--- config.mk ---
export PLATFORM = sky130hd
export DESIGN_NAME = wb_arbiter
export DESIGN_NICKNAME = d
export VERILOG_FILES = /design/src/rtl/wb_arbiter.sv
export SDC_FILE = /design/constraint.sdc
export NUM_CORES = 1
export LEC_CHECK = 0
export ABC_AREA = 1
export CORE_MARGIN = 5
export CORE_UTILIZATION = 48
export DETAILED_ROUTE_END_ITERATION = 10
export PLACE_DENSITY = 0.82
export SYNTH_ARGS = -nofsm -noshare
export SYNTH_HDL_FRONTEND = slang
export SYNTH_SLANG_ARGS = --single-unit
--- constraint.sdc ---
create_clock -name clk -period 2.5 [get_ports clk]
set_input_delay 0.5 -clock clk [delete_from_list [all_inputs] [get_ports clk]]
set_output_delay 0.5 -clock clk [all_outputs]
set_load 0.05 [all_outputs]
--- src/rtl/wb_arbiter.sv ---
// wb_arbiter: two-master (ibus/dbus) arbiter for the shared Wishbone-style bus.
// It arbitrates round-robin on contention and decodes addr[31:28] into a
// one-hot slave select. It runs one bounded transfer and then returns a
// registered one-cycle ack/err with read data to the granted master.
//
// Ports:
//   clk, rst             clock (rising edge), asynchronous active-low reset
//   i_req_i, i_addr_i    ibus request / address (read-only master)
//   i_data_o, i_ack_o,   ibus read data, completion pulse, error pulse
//   i_err_o
//   d_req_i, d_we_i,     dbus request / write enable / address / write data
//   d_addr_i, d_data_i
//   d_data_o, d_ack_o,   dbus read data, completion pulse, error pulse
//   d_err_o
//   b_addr_o, b_data_o,  bus fabric address / write data / write enable
//   b_we_o, b_select_o   and one-hot slave select (0 = no cycle)
//   b_data_i, b_ack_i    bus fabric read data / slave ack
//   grant_o              current/last owner: 0 = ibus, 1 = dbus
module wb_arbiter #(
  parameter int unsigned TIMEOUT_CYCLES = 255,
  parameter int unsigned NUM_SLAVES     = 8
) (
  input  logic        clk,
  input  logic        rst,
  input  logic        i_req_i,
  input  logic [31:0] i_addr_i,
  output logic [31:0] i_data_o,
  output logic        i_ack_o,
  output logic        i_err_o,
  input  logic        d_req_i,
  input  logic        d_we_i,
  input  logic [31:0] d_addr_i,
  input  logic [31:0] d_data_i,
  output logic [31:0] d_data_o,
  output logic        d_ack_o,
  output logic        d_err_o,
  output logic [31:0] b_addr_o,
  output logic [31:0] b_data_o,
  output logic        b_we_o,
  output logic [15:0] b_select_o,
  input  logic [31:0] b_data_i,
  input  logic        b_ack_i,
  output logic        grant_o
);

  typedef enum logic [1:0] {IDLE, BUSY, RESP} state_t;

  state_t      state_q;
  logic        last_q;      // last granted master, 1 = dbus
  logic [7:0]  timer_q;
  logic [31:0] b_addr_q;
  logic [31:0] b_data_q;
  logic        b_we_q;
  logic [15:0] b_sel_q;
  logic [31:0] i_data_q;
  logic        i_ack_q;
  logic        i_err_q;
  logic [31:0] d_data_q;
  logic        d_ack_q;
  logic        d_err_q;

  logic        pick_d_d;    // 1 = grant dbus this cycle
  logic        any_req_d;
  logic [31:0] req_addr_d;
  logic [3:0]  idx_d;
  logic        dec_ok_d;
  logic [15:0] sel_dec_d;
  logic        timeout_d;

  always_comb begin
    any_req_d  = i_req_i | d_req_i;
    // dbus wins when alone, or on a tie when ibus was granted last
    pick_d_d   = d_req_i & (~i_req_i | ~last_q);
    req_addr_d = pick_d_d ? d_addr_i : i_addr_i;
    idx_d      = req_addr_d[31:28];
    dec_ok_d   = ({28'd0, idx_d} < 32'(NUM_SLAVES));
    sel_dec_d  = 16'h0001 << idx_d;
    timeout_d  = (timer_q == 8'(TIMEOUT_CYCLES - 1));
  end

  always_ff @(posedge clk or negedge rst) begin
    if (!rst) begin
      state_q  <= IDLE;
      last_q   <= 1'b0;
      timer_q  <= '0;
      b_addr_q <= '0;
      b_data_q <= '0;
      b_we_q   <= 1'b0;
      b_sel_q  <= '0;
      i_data_q <= '0;
      i_ack_q  <= 1'b0;
      i_err_q  <= 1'b0;
      d_data_q <= '0;
      d_ack_q  <= 1'b0;
      d_err_q  <= 1'b0;
    end else begin
      case (state_q)
        IDLE: begin
          if (any_req_d) begin
            last_q <= pick_d_d;
            if (dec_ok_d) begin
              b_addr_q <= req_addr_d;
              b_data_q <= pick_d_d ? d_data_i : '0;
              b_we_q   <= pick_d_d & d_we_i;
              b_sel_q  <= sel_dec_d;
              timer_q  <= '0;
              state_q  <= BUSY;
            end else begin
              // decode error: no bus cycle, respond with err directly
              i_err_q <= ~pick_d_d;
              d_err_q <= pick_d_d;
              state_q <= RESP;
            end
          end
        end
        BUSY: begin
          timer_q <= timer_q + 8'd1;
          // ack takes priority over a coincident timeout
          if (b_ack_i || timeout_d) begin
            if (b_ack_i) begin
              if (last_q) begin
                d_ack_q  <= 1'b1;
                d_data_q <= b_data_i;
              end else begin
                i_ack_q  <= 1'b1;
                i_data_q <= b_data_i;
              end
            end else begin
              i_err_q <= ~last_q;
              d_err_q <= last_q;
            end
            b_addr_q <= '0;
            b_data_q <= '0;
            b_we_q   <= 1'b0;
            b_sel_q  <= '0;
            state_q  <= RESP;
          end
        end
        RESP: begin
          i_data_q <= '0;
          i_ack_q  <= 1'b0;
          i_err_q  <= 1'b0;
          d_data_q <= '0;
          d_ack_q  <= 1'b0;
          d_err_q  <= 1'b0;
          state_q  <= IDLE;
        end
        default: state_q <= IDLE;
      endcase
    end
  end

  assign i_data_o   = i_data_q;
  assign i_ack_o    = i_ack_q;
  assign i_err_o    = i_err_q;
  assign d_data_o   = d_data_q;
  assign d_ack_o    = d_ack_q;
  assign d_err_o    = d_err_q;
  assign b_addr_o   = b_addr_q;
  assign b_data_o   = b_data_q;
  assign b_we_o     = b_we_q;
  assign b_select_o = b_sel_q;
  assign grant_o    = last_q;

endmodule

Word level (Yosys, flattened, before mapping)

Cells that the tools add are included.

Add/sub/neg operators: 1
Equality and inequality tests: 11
Mux-type cells: 50
Bitwise logic cells: 7
Magnitude comparators: 1
Reduce and logical (&&, ||, !) cells: 12
Shift-type cells: 1

Operators with widths:

| cell                 | count |
|---|---|
| $mux 32              | 13 |
| $pmux 32 s2          | 4 |
| $mux 16              | 3 |
| $pmux 16 s2          | 1 |
| $mux 1               | 17 |
| $mux 8               | 2 |
| $ne 2x2->1 const B   | 8 |
| $pmux 8 s2           | 1 |
| $shl 1x4->16 const A | 1 |
| $reduce_and 4->1     | 3 |
| $add 8x1->8 const B  | 1 |
| $eq 8x8->1 const B   | 1 |
| $mux 2               | 3 |
| $pmux 1 s2           | 3 |
| $pmux 1 s3           | 2 |
| $reduce_and 5->1     | 1 |
| $lt 4x4->1 const B   | 1 |
| $pmux 2 s2           | 1 |
| $reduce_and 2->1     | 2 |
| $reduce_bool 2->1    | 2 |
| $not 1->1            | 3 |
| $reduce_and 3->1     | 1 |
| $reduce_bool 3->1    | 1 |
| $and 1x1->1          | 2 |
| 5 further kinds      | 6 |

Input port bits: 134
Register bits: 160
Output and inout bits: 150

Depth between registers and ports, before layout

Depth in word-level cells: 8
Mapped depth: 11
Depth with buffers taken out: 10

Least setup slack after synthesis

No wires, ideal clock.

Kind: flip-flop to flip-flop
Start: register last_q (netlist: grant_o)
End: register d_data_q[10] (netlist: d_data_o[10])
Clock period less this slack: 1782 ps
Cell stages (with the launch flop): 5
Slack: 718 ps
Data arrival time: 1657 ps
Path through: dfrtp_1 > inv_1 > o21ai_2 > buf_2 > mux2_2

Cells in the longest elaborated chain, start to end: 2

RTL lines:

| item                              | line | source |
|---|---|---|
| start: declaration                | 49   | `logic last_q;` |
| start signal: assignment          | 100  | `last_q <= pick_d_d;` |
| $ne 2x2->1 (no source line)       | -    |  |
| $reduce_and 4->1 (no source line) | -    |  |
| end signal: assignment            | 123  | `d_data_q <= b_data_i;` |
| end: declaration                  | 58   | `logic [31:0] d_data_q;` |

No other way between the ends.
A chain may end at the register's enable or synchronous reset.

Worst setup path after layout

Start: register last_q (netlist: grant_o)
End: output grant_o

RTL lines:

| item             | line | source |
|---|---|---|
| end: declaration | 43   | `output logic grant_o` |

No word-level cell between the ends.

==> key figures <==
Run status
  – Status: complete, no violations

Yosys
  – Mapped Nets: 1,010
  – Synth top area share: 53.4%
  – Largest cells by area after synthesis: dfrtp_1, nand2_1, mux2_2
  – Post-Syn Area: 7490 um2
  – Sequential share of the synthesized area: 53.4%
  – FF+latch count, synth: 160
  – Most frequent cells after synthesis: nand2_1, dfrtp_1, inv_1
  – Post-synth EDFFs: 0
  – Post-synth top area cell: dfrtp_1
  – Post-synthesis average cell area: 8.61 um2
  – Ys flop type: dfrtp_1
  – Cells after synthesis: 870
  – Most frequent cell after synthesis: nand2_1
  – Warnings from Yosys: 0
  – Ys async rst share: 100%
  – Netlist cell types: 25

Die
  – Chip Width: 135 um
  – Io pins: 284
  – # rows: 45
  – Initial Util: 49.1%
  – CORE AREA: 15,300 um2
  – Die Area: 18,200 um2
  – Die Y-Extent: 135 um

Clock tree
  – Post-cts resize count: 0
  – Clock transition at path regs: 60 ps
  – CTS Hold Bufs: 0
  – Worst-Skew Late Latency: 420 ps
  – CTS Buf Count: 17
  – Root Driver: clkbuf_16
  – Clock sink total: 160
  – CTS tree: built
  – Longest Clk Path Bufs: 2
  – H-tree depth: 4
  – Setup repair bufs after CTS: 0

Cells and area
  – Final instance area: 11,100 um2
  – Register area: 4000 um2
  – Fraction of layout cells with a size suffix above 1: 10.9%
  – Fillers: 1,180
  – Layout Utilization: 72.8%
  – Nets@finish: 1,288
  – Antenna Cells: 0
  – Area occupied by multi-input gates: 2880 um2
  – P&R area growth vs syn: 48.2%

Critical path
  – Crit Path Category: register to primary output
  – R2R setup slack: 370 ps
  – Required @ worst endpoint: 2000 ps
  – Reg2reg start: state_q[1]$_DFFE_PN0P_
  – Reg2reg end: b_data_o[21]$_DFFE_PN0P_
  – CP startpoint kind: register
  – Crit path max-delay family: buffers and inverters
  – Critical path startpoint: grant_o$_DFFE_PN0P_
  – Slowest cell delay on critical path: 860 ps
  – Slowest CP cell: clkdlybuf4s50_1
  – Crit. End Element: primary output
  – CP Buf/Inv Count: 1
  – Cell Chain, Critical Path: clkdlybuf4s50_1
  – Worst Reg2Reg Path Length in Cells: 10
  – WP depth: 1
  – Critical path endpoint: grant_o
  – Crit path max fanout: 6
  – Crit path DAT: 1740 ps

Global route
  – Largest net degree at the start of global routing: 73
  – Vias in the first global route: 6,342
  – First-pass GRT wire length: 32.9 mm
  – Grt ovf: 0
  – GRT Util Overall: 23.1%
  – Initial antenna violation count: 0

STA
  – Slew Limit Headroom: 58.3%
  – Tmin final: 2240 ps
  – Max frequency: 0.447 GHz
  – Max Slew Vio Count: 0
  – Tcrit/Tclk final: 89.6%
  – Worst slew pin tran: 623 ps
  – Setup TNS: 0 ps
  – Clock Skews: 5.13 ps
  – Min Hold Slack: 48.2 ps
  – Final hold vios: 0
  – Final worst slack: 261 ps
  – Final setup viols: 0
  – RSZ-0062 raised after global routing: no

Power and ir drop
  – Pwr dens: 1430 nW/um2
  – NetSw: 7.62 mW
  – Cell internal pwr: 8.22 mW
  – Clock share of power: 15.4%
  – Logic pwr share: 58.5%
  – Sw frac: 48.1%
  – Static Leakage: 5.52 nW
  – Sequential share of power: 26.1%
  – Peak supply drop: 0.632 mV

Place
  – Post-DP Area: 10,500 um2
  – Post-DP HPWL: 15.4 mm
  – Pre-CTS WS: 258 ps
  – Gpl congestion: 0.853
  – Port bufs: 283

Drt
  – Number of remaining DRC errors: 0
  – Drt initial violations: 261
  – Final Routed Wirelength: 20.9 mm
  – Routed vias: 6,504
  – Pre-antenna DRT Iters: 5
  – Detail Route Antenna Nets: 0
  – Drt wl/cell: 15.3 um
  – Via density: 4.74

Job
  – Max cap viols: 0

Min path
  – Hold/Removal Path Class: input pin to asynchronous set/reset pin
-- kinds of logic after synthesis --
family	Yosys count	share of synthesized area, %
AOI/OAI and AO/OA	41	2.87
xor gates and xnor gates	4	0.468
adders and majority gates	6	1.00
buffers and inverters	136	8.12
DFF	160	53.4
muxes	66	9.92
and+or+nand+nor	457	24.2
-- sequential cells by signal, indices dropped and copies added (netlist names) --
signal      cells
b_data_o       32
timer_q         8
i_data_o       32
d_data_o       32
i_ack_o         1
d_ack_o         1
b_addr_o       32
b_we_o          1
i_err_o         1
state_q         2
grant_o         1
b_select_o     16
d_err_o         1
-- how the worst min path moves through the flow --
stage                                     startpoint                          to  slack, ps  cells after the start
after CTS                                        rst     d_data_o[4]$_DFFE_PN0P_         60                      1
after detailed placement  b_select_o[11]$_DFFE_PN0P_  b_select_o[11]$_DFFE_PN0P_        450                      2
after global placement    b_select_o[15]$_DFFE_PN0P_  b_select_o[15]$_DFFE_PN0P_        450                      2
after global routing                             rst    d_data_o[31]$_DFFE_PN0P_         70                      1
after floorplan                                  rst     b_addr_o[0]$_DFFE_PN0P_        200                      0
final                                            rst    d_data_o[11]$_DFFE_PN0P_         50                      1
-- power by group through the flow --
| stage | combinational (mW) | sequential, mW | clock [mW] |
|---|---|---|---|
| finish | 9.27 | 4.13 | 2.44 |
| global route | 9.81 | 4.26 | 2.61 |
| detailed placement | 9.32 | 4.15 | 0 |
| floorplan | 3.09 | 7.37 | 0 |
| CTS | 9.34 | 4.13 | 2.49 |
| global placement | 9.18 | 4.12 | 0 |
-- per-stage QoR --
stage / total power [mW] / cells
floorplan: 10.5 / 870
global placement: 13.3 / 1340
detailed placement: 13.5 / 1340
CTS: 16.0 / 1372
global route: 16.7 / 1372
finish: 15.8 / 1372
-- per-layer routing --
metal / wire length, um / share of wire, % / up-vias / GRT usage [%]
met4: 416 / 2.0 / 0 / 7.28
li1: - / - / 3206 / -
met1: 8200 / 39 / 3006 / 27.6
met3: 2070 / 9.9 / 31 / 8.49
met5: 0 / 0 / - / 0
met2: 10200 / 49 / 261 / 38.9
-- cell usage in the layout (no fill, tap or decap), drive strengths merged --
cell type      Yosys  final
buf               32     18
clkdlybuf4s50      0    282
mux2              66     66
clkinvlp           0      6
bufinv             0      1
nand3b             3      3
nor2              90     90
dfrtp            160    160
clkinv             0      3
nand4              4      4
a22oi              1      1
inv               95     96
xor2               2      2
clkbuf             9     21
a21oi             30     30
o21ai             10     10
nand2            337    337
ha                 6      6
nand3             23     23
xnor2              2      2
-- cell type report --
class,instances,share of cell area (%)
sequential,160,36.1
timing repair buffer,300,27.4
inverter,95,3.21
multi-input combinational,574,25.9
clock buffer,21,4.06
tap,211,2.38
clock inverter,11,0.992
Power figures use the tool's default switching activity.
